**src/rtl/e203_ifu_ift2icb_mo_pkg.sv**
```systemverilog
// rtl/e203_ifu_ift2icb_mo_pkg.sv - shared defaults and tracker entry sizing for the fetch-to-ICB bridge
package e203_ifu_ift2icb_mo_pkg;

  localparam int E203_IFU_PC_W    = 32;
  localparam int E203_IFU_NTGT    = 2;
  localparam int E203_IFU_OUTS_DP = 2;

  // Target index width; a single target still needs one bit to name it.
  function automatic int idx_w(input int n);
    return (n > 1) ? $clog2(n) : 1;
  endfunction

  // Tracker entry is {tgt_idx, kill}.
  localparam int E203_IFU_TRK_W = idx_w(E203_IFU_NTGT) + 1;

endpackage

```
**src/rtl/e203_ifu_ift2icb_mo_if.sv**
```systemverilog
// rtl/e203_ifu_ift2icb_mo_if.sv - IFU request/response and per-target ICB bundle
interface e203_ifu_ift2icb_mo_if
  import e203_ifu_ift2icb_mo_pkg::*;
#(
  parameter int PC_W = E203_IFU_PC_W,
  parameter int NTGT = E203_IFU_NTGT
);
  logic                 ifu_req_valid;
  logic                 ifu_req_ready;
  logic [PC_W-1:0]      ifu_req_pc;
  logic                 ifu_req_flush;
  logic                 ifu_rsp_valid;
  logic                 ifu_rsp_ready;
  logic                 ifu_rsp_err;
  logic [31:0]          ifu_rsp_instr;
  logic [NTGT*PC_W-1:0] tgt_base;
  logic [NTGT*PC_W-1:0] tgt_mask;
  logic [NTGT-1:0]      tgt_cmd_valid;
  logic [NTGT-1:0]      tgt_cmd_ready;
  logic [PC_W-1:0]      tgt_cmd_addr;
  logic [NTGT-1:0]      tgt_rsp_valid;
  logic [NTGT-1:0]      tgt_rsp_ready;
  logic [NTGT-1:0]      tgt_rsp_err;
  logic [NTGT*32-1:0]   tgt_rsp_rdata;

  // Bridge side.
  modport master (
    input  ifu_req_valid, ifu_req_pc, ifu_req_flush, ifu_rsp_ready,
    input  tgt_base, tgt_mask, tgt_cmd_ready, tgt_rsp_valid, tgt_rsp_err, tgt_rsp_rdata,
    output ifu_req_ready, ifu_rsp_valid, ifu_rsp_err, ifu_rsp_instr,
    output tgt_cmd_valid, tgt_cmd_addr, tgt_rsp_ready
  );

  // IFU controller plus targets.
  modport slave (
    output ifu_req_valid, ifu_req_pc, ifu_req_flush, ifu_rsp_ready,
    output tgt_base, tgt_mask, tgt_cmd_ready, tgt_rsp_valid, tgt_rsp_err, tgt_rsp_rdata,
    input  ifu_req_ready, ifu_rsp_valid, ifu_rsp_err, ifu_rsp_instr,
    input  tgt_cmd_valid, tgt_cmd_addr, tgt_rsp_ready
  );

endinterface

```
**src/rtl/e203_ifu_ift2icb_mo_bypbuf.sv**
```systemverilog
// rtl/e203_ifu_ift2icb_mo_bypbuf.sv - bypass buffer, zero latency when empty, flushable
module e203_ifu_ift2icb_mo_bypbuf #(
  parameter int DW = 33,
  parameter int DP = 1
) (
  input  logic          clk,
  input  logic          rst,
  input  logic          flush,
  input  logic          i_valid,
  output logic          i_ready,
  input  logic [DW-1:0] i_data,
  output logic          o_valid,
  input  logic          o_ready,
  output logic [DW-1:0] o_data
);
  localparam int PW = (DP > 1) ? $clog2(DP) : 1;
  localparam int SD = 2 ** PW;
  localparam int CW = $clog2(DP + 1);

  logic [DW-1:0] mem [SD];
  logic [PW-1:0] rptr, wptr;
  logic [CW-1:0] cnt;
  logic          empty, full, wr, rd;

  function automatic logic [PW-1:0] inc(input logic [PW-1:0] p);
    return (p == PW'(DP - 1)) ? '0 : p + 1'b1;
  endfunction

  assign empty   = (cnt == '0);
  assign full    = (cnt == CW'(DP));
  assign i_ready = ~full;
  assign o_valid = ~flush & (~empty | i_valid);
  assign o_data  = empty ? i_data : mem[rptr];
  // Store only what the consumer did not take straight through.
  assign wr      = i_valid & ~full & ~(empty & o_ready) & ~flush;
  assign rd      = ~empty & o_ready & ~flush;

  // Entry storage; data needs no reset since cnt qualifies it.
  always_ff @(posedge clk) begin
    if (wr) mem[wptr] <= i_data;
  end

  // Pointer/count update; flush drops every held entry.
  always_ff @(posedge clk or posedge rst) begin
    if (rst) begin
      rptr <= '0;
      wptr <= '0;
      cnt  <= '0;
    end else if (flush) begin
      rptr <= '0;
      wptr <= '0;
      cnt  <= '0;
    end else begin
      if (wr) wptr <= inc(wptr);
      if (rd) rptr <= inc(rptr);
      if (wr && !rd)      cnt <= cnt + 1'b1;
      else if (rd && !wr) cnt <= cnt - 1'b1;
    end
  end

endmodule

```
**src/rtl/e203_ifu_ift2icb_mo_trk.sv**
```systemverilog
// rtl/e203_ifu_ift2icb_mo_trk.sv - in-order tracker of outstanding fetches with kill-all
module e203_ifu_ift2icb_mo_trk
  import e203_ifu_ift2icb_mo_pkg::*;
#(
  parameter int DP    = E203_IFU_OUTS_DP,
  parameter int IDX_W = E203_IFU_TRK_W - 1
) (
  input  logic             clk,
  input  logic             rst,
  input  logic             push,
  input  logic [IDX_W-1:0] push_idx,
  input  logic             pop,
  input  logic             kill_all,
  output logic             full,
  output logic             empty,
  output logic [IDX_W-1:0] head_idx,
  output logic             head_kill,
  output logic [IDX_W-1:0] tail_idx
);
  localparam int PW = (DP > 1) ? $clog2(DP) : 1;
  localparam int SD = 2 ** PW;
  localparam int CW = $clog2(DP + 1);

  logic [IDX_W-1:0] idx_q [SD];
  logic [SD-1:0]    kill_q;
  logic [PW-1:0]    rptr, wptr, tptr;
  logic [CW-1:0]    cnt;

  function automatic logic [PW-1:0] inc(input logic [PW-1:0] p);
    return (p == PW'(DP - 1)) ? '0 : p + 1'b1;
  endfunction

  assign empty     = (cnt == '0);
  assign full      = (cnt == CW'(DP));
  assign tptr      = (wptr == '0) ? PW'(DP - 1) : wptr - 1'b1;
  assign head_idx  = idx_q[rptr];
  assign head_kill = kill_q[rptr];
  assign tail_idx  = idx_q[tptr];

  // Pointer/count update; a push in the kill cycle lands live because its write is last.
  always_ff @(posedge clk or posedge rst) begin
    if (rst) begin
      rptr   <= '0;
      wptr   <= '0;
      cnt    <= '0;
      kill_q <= '0;
      for (int i = 0; i < SD; i++) idx_q[i] <= '0;
    end else begin
      if (kill_all) kill_q <= '1;
      if (push) begin
        idx_q[wptr]  <= push_idx;
        kill_q[wptr] <= 1'b0;
        wptr         <= inc(wptr);
      end
      if (pop) rptr <= inc(rptr);
      if (push && !pop)      cnt <= cnt + 1'b1;
      else if (pop && !push) cnt <= cnt - 1'b1;
    end
  end

endmodule

```
**src/rtl/e203_ifu_ift2icb_mo.sv**
```systemverilog
// rtl/e203_ifu_ift2icb_mo.sv - multi-outstanding IFU fetch to address-decoded ICB targets
module e203_ifu_ift2icb_mo
  import e203_ifu_ift2icb_mo_pkg::*;
#(
  parameter int PC_W    = E203_IFU_PC_W,
  parameter int NTGT    = E203_IFU_NTGT,
  parameter int OUTS_DP = E203_IFU_OUTS_DP,
  parameter int RSP_DP  = 1
) (
  input logic                  clk,
  input logic                  rst,
  e203_ifu_ift2icb_mo_if.master bus
);
  localparam int IDX_W = idx_w(NTGT);

  logic [IDX_W-1:0] sel, head_idx, tail_idx;
  logic             trk_full, trk_empty, head_kill, head_kill_eff;
  logic             ok, push, pop, head_vld, head_rdy;
  logic             buf_i_valid, buf_i_ready;
  logic [32:0]      buf_i_data, buf_o_data;
  logic             unused_default_region;

  // The last target's region is never decoded; it is the catch-all.
  assign unused_default_region = ^{bus.tgt_base[NTGT*PC_W-1 -: PC_W],
                                   bus.tgt_mask[NTGT*PC_W-1 -: PC_W]};

  // Region decode: lowest matching target wins, else the default target.
  always_comb begin
    sel = IDX_W'(NTGT - 1);
    for (int i = NTGT - 2; i >= 0; i--) begin
      if ((bus.ifu_req_pc & bus.tgt_mask[i*PC_W +: PC_W]) ==
          (bus.tgt_base[i*PC_W +: PC_W] & bus.tgt_mask[i*PC_W +: PC_W]))
        sel = IDX_W'(i);
    end
  end

  // Never switch target while anything is in flight, so returns stay ordered.
  assign ok   = ~trk_full & (trk_empty | (sel == tail_idx));
  assign push = bus.ifu_req_valid & bus.ifu_req_ready;

  assign bus.ifu_req_ready = ok & bus.tgt_cmd_ready[sel];
  assign bus.tgt_cmd_addr  = bus.ifu_req_pc;

  // One-hot command valid toward the selected target.
  always_comb begin
    bus.tgt_cmd_valid      = '0;
    bus.tgt_cmd_valid[sel] = bus.ifu_req_valid & ok;
  end

  // A flush also kills the head that pops in the same cycle.
  assign head_kill_eff = head_kill | bus.ifu_req_flush;
  assign head_vld      = ~trk_empty & bus.tgt_rsp_valid[head_idx];
  assign head_rdy      = ~trk_empty & (head_kill_eff | buf_i_ready);
  assign pop           = head_vld & head_rdy;
  assign buf_i_valid   = head_vld & ~head_kill_eff;
  assign buf_i_data    = {bus.tgt_rsp_err[head_idx], bus.tgt_rsp_rdata[int'(head_idx)*32 +: 32]};

  // Only the head target may hand back a response.
  always_comb begin
    bus.tgt_rsp_ready           = '0;
    bus.tgt_rsp_ready[head_idx] = head_rdy;
  end

  e203_ifu_ift2icb_mo_trk #(
    .DP    (OUTS_DP),
    .IDX_W (IDX_W)
  ) u_trk (
    .clk       (clk),
    .rst       (rst),
    .push      (push),
    .push_idx  (sel),
    .pop       (pop),
    .kill_all  (bus.ifu_req_flush),
    .full      (trk_full),
    .empty     (trk_empty),
    .head_idx  (head_idx),
    .head_kill (head_kill),
    .tail_idx  (tail_idx)
  );

  e203_ifu_ift2icb_mo_bypbuf #(
    .DW (33),
    .DP (RSP_DP)
  ) u_rsp_buf (
    .clk     (clk),
    .rst     (rst),
    .flush   (bus.ifu_req_flush),
    .i_valid (buf_i_valid),
    .i_ready (buf_i_ready),
    .i_data  (buf_i_data),
    .o_valid (bus.ifu_rsp_valid),
    .o_ready (bus.ifu_rsp_ready),
    .o_data  (buf_o_data)
  );

  assign bus.ifu_rsp_err   = buf_o_data[32];
  assign bus.ifu_rsp_instr = buf_o_data[31:0];

endmodule
```
**src/flat_wrapper.sv**
```systemverilog
// flat-port wrapper written by rule: the top's interface ports become plain ports
module e203_ifu_ift2icb_mo_flat import e203_ifu_ift2icb_mo_pkg::*;
#(
  parameter int PC_W    = E203_IFU_PC_W,
  parameter int NTGT    = E203_IFU_NTGT,
  parameter int OUTS_DP = E203_IFU_OUTS_DP,
  parameter int RSP_DP  = 1
)
  (clk, rst, bus_ifu_req_valid, bus_ifu_req_pc, bus_ifu_req_flush, bus_ifu_rsp_ready, bus_tgt_base, bus_tgt_mask, bus_tgt_cmd_ready, bus_tgt_rsp_valid, bus_tgt_rsp_err, bus_tgt_rsp_rdata, bus_ifu_req_ready, bus_ifu_rsp_valid, bus_ifu_rsp_err, bus_ifu_rsp_instr, bus_tgt_cmd_valid, bus_tgt_cmd_addr, bus_tgt_rsp_ready);
  e203_ifu_ift2icb_mo_if #(.PC_W(PC_W), .NTGT(NTGT)) bus_i ();
  input logic clk;
  input logic rst;
  input wire logic [$bits(bus_i.ifu_req_valid)-1:0] bus_ifu_req_valid;
  input wire logic [$bits(bus_i.ifu_req_pc)-1:0] bus_ifu_req_pc;
  input wire logic [$bits(bus_i.ifu_req_flush)-1:0] bus_ifu_req_flush;
  input wire logic [$bits(bus_i.ifu_rsp_ready)-1:0] bus_ifu_rsp_ready;
  input wire logic [$bits(bus_i.tgt_base)-1:0] bus_tgt_base;
  input wire logic [$bits(bus_i.tgt_mask)-1:0] bus_tgt_mask;
  input wire logic [$bits(bus_i.tgt_cmd_ready)-1:0] bus_tgt_cmd_ready;
  input wire logic [$bits(bus_i.tgt_rsp_valid)-1:0] bus_tgt_rsp_valid;
  input wire logic [$bits(bus_i.tgt_rsp_err)-1:0] bus_tgt_rsp_err;
  input wire logic [$bits(bus_i.tgt_rsp_rdata)-1:0] bus_tgt_rsp_rdata;
  output wire logic [$bits(bus_i.ifu_req_ready)-1:0] bus_ifu_req_ready;
  output wire logic [$bits(bus_i.ifu_rsp_valid)-1:0] bus_ifu_rsp_valid;
  output wire logic [$bits(bus_i.ifu_rsp_err)-1:0] bus_ifu_rsp_err;
  output wire logic [$bits(bus_i.ifu_rsp_instr)-1:0] bus_ifu_rsp_instr;
  output wire logic [$bits(bus_i.tgt_cmd_valid)-1:0] bus_tgt_cmd_valid;
  output wire logic [$bits(bus_i.tgt_cmd_addr)-1:0] bus_tgt_cmd_addr;
  output wire logic [$bits(bus_i.tgt_rsp_ready)-1:0] bus_tgt_rsp_ready;
  assign bus_i.ifu_req_valid = bus_ifu_req_valid;
  assign bus_i.ifu_req_pc = bus_ifu_req_pc;
  assign bus_i.ifu_req_flush = bus_ifu_req_flush;
  assign bus_i.ifu_rsp_ready = bus_ifu_rsp_ready;
  assign bus_i.tgt_base = bus_tgt_base;
  assign bus_i.tgt_mask = bus_tgt_mask;
  assign bus_i.tgt_cmd_ready = bus_tgt_cmd_ready;
  assign bus_i.tgt_rsp_valid = bus_tgt_rsp_valid;
  assign bus_i.tgt_rsp_err = bus_tgt_rsp_err;
  assign bus_i.tgt_rsp_rdata = bus_tgt_rsp_rdata;
  assign bus_ifu_req_ready = bus_i.ifu_req_ready;
  assign bus_ifu_rsp_valid = bus_i.ifu_rsp_valid;
  assign bus_ifu_rsp_err = bus_i.ifu_rsp_err;
  assign bus_ifu_rsp_instr = bus_i.ifu_rsp_instr;
  assign bus_tgt_cmd_valid = bus_i.tgt_cmd_valid;
  assign bus_tgt_cmd_addr = bus_i.tgt_cmd_addr;
  assign bus_tgt_rsp_ready = bus_i.tgt_rsp_ready;
  e203_ifu_ift2icb_mo #(.PC_W(PC_W), .NTGT(NTGT), .OUTS_DP(OUTS_DP), .RSP_DP(RSP_DP)) u_core (.clk(clk), .rst(rst), .bus(bus_i));
endmodule
```
**config.mk**
```make
export PLATFORM = sky130hd
export DESIGN_NAME = e203_ifu_ift2icb_mo_flat
export DESIGN_NICKNAME = d
export VERILOG_FILES = /design/src/rtl/e203_ifu_ift2icb_mo_pkg.sv /design/src/rtl/e203_ifu_ift2icb_mo_if.sv /design/src/rtl/e203_ifu_ift2icb_mo_bypbuf.sv /design/src/rtl/e203_ifu_ift2icb_mo_trk.sv /design/src/rtl/e203_ifu_ift2icb_mo.sv /design/src/flat_wrapper.sv
export SDC_FILE = /design/constraint.sdc
export NUM_CORES = 1
export LEC_CHECK = 0
export CORE_AREA = 2 2 120 122
export CTS_CLUSTER_SIZE = 20
export DETAILED_ROUTE_END_ITERATION = 7
export DIE_AREA = 0 0 122 124
export PLACE_DENSITY = 0.75
export SYNTH_ARGS = -nofsm -noshare
export SYNTH_HDL_FRONTEND = slang
export SYNTH_HIERARCHICAL = 1
export SYNTH_SLANG_ARGS = --single-unit
```
**constraint.sdc**
```tcl
create_clock -name clk -period 5.71 [get_ports clk]
set_input_delay 0.8565 -clock clk [delete_from_list [all_inputs] [get_ports clk]]
set_output_delay 0.8565 -clock clk [all_outputs]
set_load 0.05 [all_outputs]
```
# Word level (Yosys, flattened, before mapping)
# Memories as Yosys holds them, arrays and structs flattened.
# Index checks and enable logic that the tools add are counted.
# W data, S select, Z words.
[classes]
add_sub_neg = 9
multipliers = 0
n_div = 0
order_cmp = 11
eq_ne = 3
n_shift = 1
n_mux = 43
n_bitwise = 34
reduce_logical = 17
[ops]
columns = ["op", "n"]
rows = [
  ["$and A32 B32 Y32", 2],
  ["$shiftx A64 B7 Y32", 1],
  ["$mux W1", 33],
  ["$mux W33", 1],
  ["$eq A32 B32 Y1", 1],
  ["$and A1 B1 Y1", 15],
  ["$logic_and A1 B1 Y1", 8],
  ["$lt A1 B2 Y1 const B", 4],
  ["$mux W2", 4],
  ["$and A2 B2 Y2", 3],
  ["$ge A2 B2 Y1 const B", 3],
  ["$not A1 Y1", 6],
  ["$not A1 Y2", 3],
  ["$reduce_bool A2 Y1", 3],
  ["$add A1 B1 Y1 const B", 5],
  ["$demux W1 S1", 4],
  ["$logic_not A1 Y1", 4],
  ["$or A1 B1 Y1", 4],
  ["$ge A1 B1 Y1 const B", 3],
  ["$reduce_bool A3 Y1", 1],
  ["$add A2 B1 Y2 const B", 1],
  ["$bwmux W2", 1],
  ["$eq A2 B2 Y1 const B", 1],
  ["$logic_not A2 Y1", 1],
  ["other kinds (5)", 6],
]
[word_totals]
ff_bits = 11
latch_bits = 0
mem_bits_rw = 66
rom_bits = 0
inputBits = 235
out_inout_bits = 71
n_memories = 1
[mem_list]
columns = ["name", "depth", "word_bits", "read_ports", "rd_clocked_by_memory_dff", "write_ports", "line", "rtl"]
rows = [
  ["u_core.u_rsp_buf.mem", 2, 33, 1, 0, 1, "e203_ifu_ift2icb_mo_bypbuf.sv:20", "logic [DW-1:0] mem [SD];"],
]

# Longest topological paths before layout
# Gate-level depths: netlist of run 1.
[depth]
depth_word = 16
mapped_depth = 10
mapped_depth_nobuf = 10

# By module
# The synthesis of run 1 kept the hierarchy.
[modules_own_cells]
columns = ["mod", "instances", "cells_per_inst", "area_per_inst_um2", "seq_area_each_um2"]
rows = [
  ["e203_ifu_ift2icb_mo_bypbuf", 1, 77, 1604.0, 1016.0],
  ["e203_ifu_ift2icb_mo", 1, 139, 1178.6, 0.0],
  ["e203_ifu_ift2icb_mo_trk", 1, 28, 366.6, 200.2],
]

# Worst setup path before layout of run 1
# No wires, ideal clock.
[synth_timing]
path_kind = "input-to-output"
from = "input port bus_ifu_req_pc[23]"
to = "output port bus_ifu_req_ready"
arrival_time_ps = 3078
t_required_ps = 4853
slack_ps = 1775
path_stages = 6
path_cell_list = "xor2_1 a22oi_1 nand4_1 nor4_4 mux2i_1 a211oi_1"
[synth_between]
elab_chain_cells = 7
elab_cells_between_ends = 9
cone_classes = "eq/ne (2); mux (3); bitwise (4)"
[synth_rtl]
columns = ["item", "line", "rtl"]
rows = [
  ["from (decl)", "flat_wrapper.sv:14", "input wire logic [$bits(bus_i.ifu_req_pc)-1:0] bus_ifu_req_pc;"],
  ["$and A32 B32 Y32 *", "e203_ifu_ift2icb_mo.sv:31", "if ((bus.ifu_req_pc & bus.tgt_mask[i*PC_W +: PC_W]) =="],
  ["$eq A32 B32 Y1 *", "e203_ifu_ift2icb_mo.sv:31", ""],
  ["$mux W1", "e203_ifu_ift2icb_mo.sv:31", ""],
  ["$eq A1 B1 Y1", "e203_ifu_ift2icb_mo.sv:38", "assign ok = ~trk_full & (trk_empty | (sel == tail_idx));"],
  ["$or A1 B1 Y1", "e203_ifu_ift2icb_mo.sv:38", ""],
  ["$and A1 B1 Y1", "e203_ifu_ift2icb_mo.sv:38", ""],
  ["$and A1 B1 Y1 *", "e203_ifu_ift2icb_mo.sv:41", "assign bus.ifu_req_ready = ok & bus.tgt_cmd_ready[sel];"],
  ["to (decl)", "flat_wrapper.sv:23", "output wire logic [$bits(bus_i.ifu_req_ready)-1:0] bus_ifu_req_ready;"],
]
# Mark *: on every way between the ends. The rest lies on a longest branch, timed or not. The select of a mux whose other input is x is not followed.

# Worst setup path in the final report of run 1
[layout_timing]
from = "input port bus_ifu_req_pc[28]"
to = "output port bus_ifu_req_ready"
# The elaborated chain is that of the path after synthesis.

==> results of run 1 <==
## cells in the final DEF, fill, tap and decap left out, drive strengths merged
cell type      count
a22oi             16
clkbuf             5
dfrtp              9
nor2b              1
a211oi             3
nand2              2
mux2i              1
edfxtp            33
nor3b              1
inv                7
o21a               2
ha                 1
buf                2
diode              1
nor3               5
clkinvlp           1
clkinv             1
nor4b              1
xnor2              2
clkdlybuf4s50    241
mux2              72
nor2               6
nand2b             2
nand4              4
xor2              36
nor4               1
## worst max-delay path by stage
stage                             from           endpoint  slack, ns  cells past startpoint
finish              bus_ifu_req_pc[28]  bus_ifu_req_ready       1.23                      8
global route        bus_ifu_req_pc[10]  bus_ifu_req_ready       1.09                      8
detailed placement  bus_ifu_req_pc[31]  bus_ifu_req_ready       1.22                      8
CTS                 bus_ifu_req_pc[31]  bus_ifu_req_ready       1.23                      8
global placement    bus_ifu_req_pc[31]  bus_ifu_req_ready       1.28                      8
floorplan           bus_ifu_req_pc[23]  bus_ifu_req_ready       1.78                      6
## cell type report
class                   instances  area share
well taps                     180      0.0400
flip-flops and latches         42       0.216
clock buffers                   5      0.0222
repair buffers                243       0.431
diodes                          1    0.000445
inverters                       6     0.00400
multi-input cells             156       0.281
clock inverters                 3     0.00445
## power breakdown
part | internal, uW | switching [uW] | leakage, uW | total [uW]
clock | 164 | 123 | 0.0000704 | 287
sequential | 367 | 28.4 | 0.000393 | 396
combinational | 345 | 387 | 0.00160 | 732
## layer usage
metal	track usage	vias to the layer above	share of wire	wire, um
li1	-	1289	-	-
met1	0.122	1200	0.38	3520
met2	0.208	103	0.53	4930
met3	0.0325	10	0.082	763
met4	0.0323	0	0.012	114
met5	0	-	0	0
## cell families after synthesis
family	count (synthesis)	synth area share
flops	42	0.386
buf+inv	46	0.111
compound gates	21	0.0501
mux	73	0.295
fa+ha+maj	1	0.00397
simple gates	23	0.0481
xor+xnor	38	0.106
## critical path, cell delays in order
cell,delay (ns)
clkdlybuf4s50_1,0.47
xor2_1,0.19
a22oi_1,0.21
nand4_1,0.19
nor4_4,0.43
mux2i_1,0.17
a211oi_1,0.24
clkdlybuf4s50_1,0.85
## through the flow
step | total power, uW | utilization | instances
floorplan | 870 | - | 244
global placement | 1130 | 0.399 | 627
detailed placement | 1140 | 0.399 | 627
CTS | 1440 | 0.410 | 635
global route | 1480 | 0.410 | 635
finish | 1410 | 0.410 | 636
## state kept, by name, summed over array words and instances (netlist names)
register	cells
u_core/u_trk/cnt	2
u_core/u_rsp_buf/mem	33
u_core/u_trk/wptr	1
u_core/u_rsp_buf/cnt	1
u_core/u_trk/idx_q	2
u_core/u_trk/kill_q	2
u_core/u_trk/rptr	1
==> flow_metrics.py, run 1 <==
metrics = {
    "status": {
        "status": "complete, no violations",
    },
    "cts": {
        "cts_tree": "yes",
        "clkTransAtPathRegs_ns": 0.06,
        "cts_max_level": 2,
        "clockBufferDepth": 2,
        "cts_resized": 0,
        "root_buffer": "clkbuf_16",
        "cts_hold_buf": 0,
        "clk_latency_ns": 0.28,
        "numCtsBuffers": 5,
        "numClockSinks": 42,
        "post_cts.repair.setup_buffers": 0,
    },
    "placement": {
        "numPortBuffers": 241,
        "dp_hpwl_um": 7970,
        "detailedPlace.worstSlack_ns": 1.22,
        "place_area_sq_um": 5480,
        "gp_congestion": 0.791,
    },
    "cells_and_area": {
        "fin_area_sq_um": 5630,
        "fillerInstances": 1314,
        "syn_to_final_growth_pct": 78.7,
        "regArea_sq_um": 1220,
        "nets": 690,
        "multiInputGateArea_sq_um": 1580,
        "drive_gt1_frac": 0.145,
    },
    "drt": {
        "dr.pass1.iters": 4,
        "drc": 0,
        "vias_per_cell": 4.09,
        "routed_wirelength_um": 9330,
        "first_iter_violations": 48,
        "wire_per_inst_um": 14.7,
        "vias": 2602,
        "ant_nets": 0,
    },
    "synth": {
        "synth_warnings": 6,
        "synth_fp_nets": 480,
        "syn_area_sq_um": 3150,
        "ys.flop_type": "edfxtp_1",
        "async_reset_ff_frac": 0.214,
        "synth_seq_cells": 42,
        "syn_inst": 244,
        "synth_edf_count": 33,
        "synth.avg_cell_area_sq_um": 12.9,
        "synth_top_cell_by_area": "edfxtp_1",
        "yosys-top-cells-count": "xor2_1 (36), edfxtp_1 (33), buf_4 (32)",
        "synthTopCellsByArea": "edfxtp_1 (31%), mux2_4 (14%), xor2_1 (10%)",
        "yosysMostFrequentCell": "xor2_1",
        "synth_top_area_frac": 0.315,
        "synth.distinct_cells": 27,
        "synth_seq_area_share": 0.386,
    },
    "floorplan": {
        "die_h_um": 124,
        "fp-row-count": 43,
        "die_w_um": 122,
        "ios": 306,
        "initial_core_util": 0.230,
        "die_area_sq_um": 15100,
        "core-area_sq_um": 13700,
    },
    "hold_path": {
        "hp-class": "flop to flop",
        "hold_path_startpoint": "u_core/u_trk/kill_q[0]",
        "holdPathStages": 1,
        "min_to": "u_core/u_trk/kill_q[0]",
    },
    "sta": {
        "min_period_over_period": 0.784,
        "skew_ns": 0.00500,
        "slew_headroom": 0.304,
        "hold_violations": 0,
        "finalSetupViolations": 0,
        "rsz0062_at_grt": "no",
        "layout_setup_ws_ns": 1.23,
        "timing.setup.tns_ns": 0,
        "holdWs_ns": 0.481,
        "tightestPinTransition_ns": 1.04,
        "max_freq_mhz": 223,
        "drv_slew": 0,
        "fin_crit_ns": 4.48,
    },
    "worst_setup_path": {
        "worstPathArrival_ns": 3.62,
        "r2r_cells": 7,
        "reg2reg_from": "u_core/u_trk/rptr",
        "r2r_setup_slack_ns": 3.12,
        "crit_fanout": 4,
        "start_kind": "input port",
        "end_kind": "primary output",
        "criticalPathCategory": "input port to primary output",
        "worstPathRequired_ns": 4.85,
        "r2r-end": "u_core/u_rsp_buf/mem[0][8]",
    },
    "global_route": {
        "grt_max_degree": 37,
        "antenna_found_initial": 1,
        "globalRouteTotalUtil": 0.111,
        "grt_overflow_total": 0,
        "grt_pass1_wl_um": 13400,
        "grt_pass1_vias": 2700,
    },
    "pwr": {
        "ir_drop_uv": 107,
        "leakage_uw": 0.00207,
        "powerDensity_nw_per_um2": 251,
    },
    "flow_run": {
        "cap_violations": 0,
    },
}
(Power assumes the default switching activity.)
==> run 2: changes to the inputs <==
--- a/config.mk
+++ b/config.mk
@@ -5,11 +5,11 @@
 export SDC_FILE = /design/constraint.sdc
 export NUM_CORES = 1
 export LEC_CHECK = 0
-export CORE_AREA = 2 2 120 122
+export CORE_AREA = 2 2 119 121
 export CTS_CLUSTER_SIZE = 20
 export DETAILED_ROUTE_END_ITERATION = 7
-export DIE_AREA = 0 0 122 124
-export PLACE_DENSITY = 0.75
+export DIE_AREA = 0 0 121 123
+export PLACE_DENSITY = 0.79
 export SYNTH_ARGS = -nofsm -noshare
 export SYNTH_HDL_FRONTEND = slang
 export SYNTH_HIERARCHICAL = 1
==> constraint.sdc (replaced) <==
create_clock -name clk -period 3.95 [get_ports clk]
set_input_delay 0.5925 -clock clk [delete_from_list [all_inputs] [get_ports clk]]
set_output_delay 0.5925 -clock clk [all_outputs]
set_load 0.05 [all_outputs]
==> run 2 against run 1 <==
  * Sequential share of layout area decreased by 0.11 points
  * Register-to-register slack worse by 1.8 ns
  * Via count down 0.12%
  * Non-clock buffer count is 2 higher
  * Combinational power increased by 46%
  * Final cell count is 0.16% higher
  * Cell area grew 0.53%
  * Critical path depth fell by 1
  * Clock power is 41% higher
  * Hold slack better by 0.0019 ns
==> flow_metrics.py, run 2 (synthesized netlist as in run 1, its figures left out) <==
metrics = {
    "cts": {
        "clkTransAtPathRegs_ns": 0.06,
        "cts_hold_buf": 0,
        "numClockSinks": 42,
        "cts_resized": 0,
        "clk_latency_ns": 0.28,
        "root_buffer": "clkbuf_16",
        "clockBufferDepth": 2,
        "cts_tree": "yes",
        "post_cts.repair.setup_buffers": 0,
        "numCtsBuffers": 5,
        "cts_max_level": 2,
    },
    "floorplan": {
        "core-area_sq_um": 13600,
        "fp-row-count": 43,
        "die_h_um": 123,
        "initial_core_util": 0.231,
        "ios": 306,
        "die_w_um": 121,
        "die_area_sq_um": 14900,
    },
    "worst_setup_path": {
        "r2r-end": "u_core/u_rsp_buf/mem[0][6]",
        "start_kind": "input port",
        "worstPathArrival_ns": 2.96,
        "crit_fanout": 4,
        "worstPathRequired_ns": 3.36,
        "criticalPathCategory": "input port to primary output",
        "r2r_cells": 7,
        "r2r_setup_slack_ns": 1.34,
        "end_kind": "primary output",
        "reg2reg_from": "u_core/u_trk/rptr",
    },
    "drt": {
        "ant_nets": 0,
        "dr.pass1.iters": 4,
        "vias_per_cell": 4.08,
        "vias": 2599,
        "wire_per_inst_um": 14.2,
        "first_iter_violations": 63,
        "routed_wirelength_um": 9070,
        "drc": 0,
    },
    "cells_and_area": {
        "antenna_cells": 0,
        "fin_area_sq_um": 5660,
        "largest_reg_flops": 33,
        "nets": 692,
        "syn_to_final_growth_pct": 79.7,
        "layout_common_cells": "clkdlybuf4s50_1 (238), xor2_1 (36), edfxtp_1 (33), mux2_4 (29), mux2_2 (23)",
        "final_common_cell": "clkdlybuf4s50_1",
        "regMostFlops": "u_core/u_rsp_buf/mem",
        "final_util": 0.416,
        "drive_gt1_frac": 0.155,
    },
    "placement": {
        "gp_congestion": 0.819,
        "dp_hpwl_um": 7850,
        "place_area_sq_um": 5510,
        "numPortBuffers": 241,
    },
    "sta": {
        "skew_ns": 0.00721,
        "hold_violations": 0,
        "slew_headroom": 0.517,
        "timing.setup.tns_ns": 0,
        "rsz0062_at_grt": "no",
        "max_freq_mhz": 282,
        "min_period_over_period": 0.899,
        "finalSetupViolations": 0,
        "tightestPinTransition_ns": 0.725,
        "drv_slew": 0,
        "fin_crit_ns": 3.55,
    },
    "hold_path": {
        "hp-class": "flop to flop",
        "holdPathStages": 1,
        "hold_path_startpoint": "u_core/u_trk/kill_q[0]",
        "min_to": "u_core/u_trk/kill_q[0]",
    },
    "global_route": {
        "antenna_found_initial": 1,
        "grt_pass1_wl_um": 13500,
        "globalRouteTotalUtil": 0.114,
        "grt_overflow_total": 0,
        "grt_pass1_vias": 2780,
        "grt_max_degree": 37,
    },
    "pwr": {
        "ir_drop_uv": 241,
        "leakage_uw": 0.00209,
        "powerDensity_nw_per_um2": 361,
    },
    "status": {
        "status": "complete, no violations",
    },
    "flow_run": {
        "cap_violations": 0,
    },
}
==> run 2: cell types whose count changed in the layout (fill, tap and decap cells not counted) <==
cell | previous run | this run
buf_4 | 2 | 5
diode_2 | 1 | 0
buf_12 | 0 | 2
clkdlybuf4s50_1 | 241 | 238
==> run 2: power breakdown <==
part	total (uW)	internal [uW]	leakage [uW]	switching (uW)
Sequential	571	531	0.000393	40.1
Combinational	1070	507	0.00163	559
Clock	404	237	0.0000704	166
==> run 2: stage by stage <==
| stage | power [uW] | hold slack (ns) | setup WS (ns) | std cells |
|---|---|---|---|---|
| 2_1_floorplan | 1260 | 0.321 | 0.543 | 244 |
| 3_3_place_gp | 1630 | 0.457 | 0.397 | 629 |
| 3_5_place_dp | 1660 | 0.475 | 0.408 | 629 |
| 4_1_cts | 2070 | 0.488 | 0.393 | 637 |
| 5_1_grt | 2150 | 0.510 | 0.283 | 637 |
| 6_report | 2040 | 0.483 | 0.401 | 637 |
==> run 2: worst max path at each step <==
stage / startpoint / to / cells past startpoint
2_1_floorplan: bus_ifu_req_pc[23] / bus_ifu_req_ready / 6
3_3_place_gp: bus_ifu_req_pc[16] / bus_tgt_cmd_valid[1] / 7
3_5_place_dp: bus_ifu_req_pc[16] / bus_tgt_cmd_valid[1] / 7
4_1_cts: bus_ifu_req_pc[16] / bus_tgt_cmd_valid[1] / 7
5_1_grt: bus_ifu_req_pc[16] / bus_tgt_cmd_valid[1] / 7
6_report: bus_ifu_req_pc[16] / bus_tgt_cmd_valid[1] / 7
==> run 2: metal layers <==
layer	routed length, um	vias to the layer above	track usage
li1	-	1288	-
met5	13	-	0
met3	805	4	0.0355
met1	3310	1206	0.122
met4	39	2	0.0262
met2	4900	99	0.219
==> run 2: area by class of cell <==
class / instances / area [sq um]
Multi-Input combinational cell: 156 / 1580
Timing Repair Buffer: 245 / 2460
Sequential cell: 42 / 1220
Tap cell: 180 / 225
Clock buffer: 5 / 125
Clock inverter: 3 / 25.0
Inverter: 6 / 22.5
Fill cell: 1276 / 7950
==> run 2: worst max-delay path, cell delays in order <==
cell             delay (ns)
clkdlybuf4s50_1        0.47
xor2_1                 0.20
a22oi_1                0.24
nand4_1                0.20
nor4_4                 0.42
nor3_1                 0.11
clkdlybuf4s50_1        0.72
==> run 3: changes to the inputs <==
--- a/config.mk
+++ b/config.mk
@@ -5,11 +5,11 @@
 export SDC_FILE = /design/constraint.sdc
 export NUM_CORES = 1
 export LEC_CHECK = 0
-export CORE_AREA = 2 2 119 121
+export CORE_AREA = 3 3 117 119
 export CTS_CLUSTER_SIZE = 20
 export DETAILED_ROUTE_END_ITERATION = 7
-export DIE_AREA = 0 0 121 123
-export PLACE_DENSITY = 0.79
+export DIE_AREA = 0 0 120 122
+export PLACE_DENSITY = 0.82
 export SYNTH_ARGS = -nofsm -noshare
 export SYNTH_HDL_FRONTEND = slang
 export SYNTH_HIERARCHICAL = 1
==> run 3 against run 2 <==
  * Critical path depth unchanged
  * First-iteration DRC count decreased by 35%
  * Utilization is 2.9 points higher
  * Final cell count fell by 1.6%
  * Via count up 1.3%
  * Cell area down 0.44%
  * Total power rose by 0.15%
  * Critical path type unchanged
  * Sequential power hardly changed
==> flow_metrics.py, run 3 (synthesized netlist as in run 1, its figures left out) <==
metrics = {
    "status": {
        "status": "complete, no violations",
    },
    "sta": {
        "hold_violations": 0,
        "fin_crit_ns": 3.52,
        "skew_ns": 0.00502,
        "drv_slew": 0,
        "max_freq_mhz": 284,
        "rsz0062_at_grt": "no",
        "min_period_over_period": 0.890,
        "slew_headroom": 0.303,
        "finalSetupViolations": 0,
        "tightestPinTransition_ns": 1.05,
        "timing.setup.tns_ns": 0,
    },
    "drt": {
        "drc": 0,
        "routed_wirelength_um": 9530,
        "wire_per_inst_um": 15.2,
        "vias": 2633,
        "first_iter_violations": 41,
        "ant_nets": 0,
        "vias_per_cell": 4.20,
        "dr.pass1.iters": 4,
    },
    "cells_and_area": {
        "syn_to_final_growth_pct": 78.9,
        "layout_common_cells": "clkdlybuf4s50_1 (238), xor2_1 (36), edfxtp_1 (33), mux2_4 (29), mux2_2 (23)",
        "nets": 690,
        "largest_reg_flops": 33,
        "final_common_cell": "clkdlybuf4s50_1",
        "drive_gt1_frac": 0.152,
        "regMostFlops": "u_core/u_rsp_buf/mem",
        "antenna_cells": 0,
        "fillerInstances": 1193,
        "final_util": 0.445,
    },
    "cts": {
        "root_buffer": "clkbuf_16",
        "cts_max_level": 2,
        "post_cts.repair.setup_buffers": 0,
        "clkTransAtPathRegs_ns": 0.06,
        "cts_tree": "yes",
        "cts_hold_buf": 0,
        "clockBufferDepth": 2,
        "clk_latency_ns": 0.28,
        "cts_resized": 0,
        "numClockSinks": 42,
        "numCtsBuffers": 5,
    },
    "floorplan": {
        "core-area_sq_um": 12700,
        "fp-row-count": 41,
        "die_h_um": 122,
        "die_w_um": 120,
        "die_area_sq_um": 14600,
        "ios": 306,
        "initial_core_util": 0.249,
    },
    "placement": {
        "numPortBuffers": 241,
        "dp_hpwl_um": 8310,
        "gp_congestion": 0.770,
    },
    "global_route": {
        "grt_pass1_wl_um": 14500,
        "antenna_found_initial": 1,
        "met3_usage": 0.0422,
        "grt_max_degree": 37,
        "globalRouteTotalUtil": 0.123,
        "grt_busiest_layer": "met2",
        "grt_pass1_vias": 2935,
        "grt_util_met1": 0.121,
        "use_met2": 0.244,
        "grt_overflow_total": 0,
    },
    "worst_setup_path": {
        "crit_fanout": 4,
        "end_kind": "primary output",
        "worstPathArrival_ns": 2.92,
        "worstPathRequired_ns": 3.36,
        "criticalPathCategory": "input port to primary output",
        "start_kind": "input port",
    },
    "pwr": {
        "leakage_uw": 0.00208,
        "ir_drop_uv": 238,
        "powerDensity_nw_per_um2": 363,
        "totalPowerFinal_uw": 2040,
    },
    "flow_run": {
        "cap_violations": 0,
    },
    "hold_path": {
        "hp-class": "input port to asynchronous set/reset pin",
    },
}
run 3: final timing paths:
path                                   startpoint                          to  slack [ns]  depth (start not counted)
max                            bus_ifu_req_pc[28]        bus_tgt_cmd_valid[1]        0.43                          7
max reg2reg                     u_core/u_trk/rptr  u_core/u_rsp_buf/mem[0][7]        1.41                          7
min                                           rst        u_core/u_rsp_buf/cnt        0.48                          2
min in group clk           u_core/u_trk/kill_q[1]      u_core/u_trk/kill_q[1]        0.49                          1
max in group asynchronous                     rst         u_core/u_trk/cnt[0]        3.13                          2
min reg2reg                u_core/u_trk/kill_q[1]      u_core/u_trk/kill_q[1]        0.49                          1
run 3: metrics by stage:
step / setup slack, ns / area, sq um / instances / hold slack (ns)
after global placement: 0.406 / 5480 / 619 / 0.456
after global routing: 0.331 / 5630 / 627 / 0.490
after detailed placement: 0.394 / 5480 / 619 / 0.476
final: 0.435 / 5630 / 627 / 0.480
after CTS: 0.393 / 5630 / 627 / 0.474
after floorplan: 0.543 / 3150 / 244 / 0.321
run 3: where the power goes:
group / internal (uW) / switching, uW
logic: 507 / 561
clock network: 237 / 168
registers: 531 / 40.9
run 3: area by class of cell:
type | count | area, sq um | area share
inverters | 6 | 22.5 | 0.00400
repair buffers | 243 | 2440 | 0.434
flip-flops and latches | 42 | 1220 | 0.216
clock inverters | 3 | 25.0 | 0.00444
well taps | 172 | 215 | 0.0382
multi-input cells | 156 | 1580 | 0.281
clock buffers | 5 | 125 | 0.0222
run 3: critical path, cell delays in order:
cell and delay, ns:
clkdlybuf4s50_1 0.46, xor2_1 0.18, a22oi_1 0.22, nand4_1 0.19, nor4_4 0.42, nor3_1 0.12
clkdlybuf4s50_1 0.74
run 3: metal layers:
metal  share of wire  wire length, um
met5          0.0012               11
met4           0.016              155
met1            0.34             3210
met3           0.084              797
met2            0.56             5360
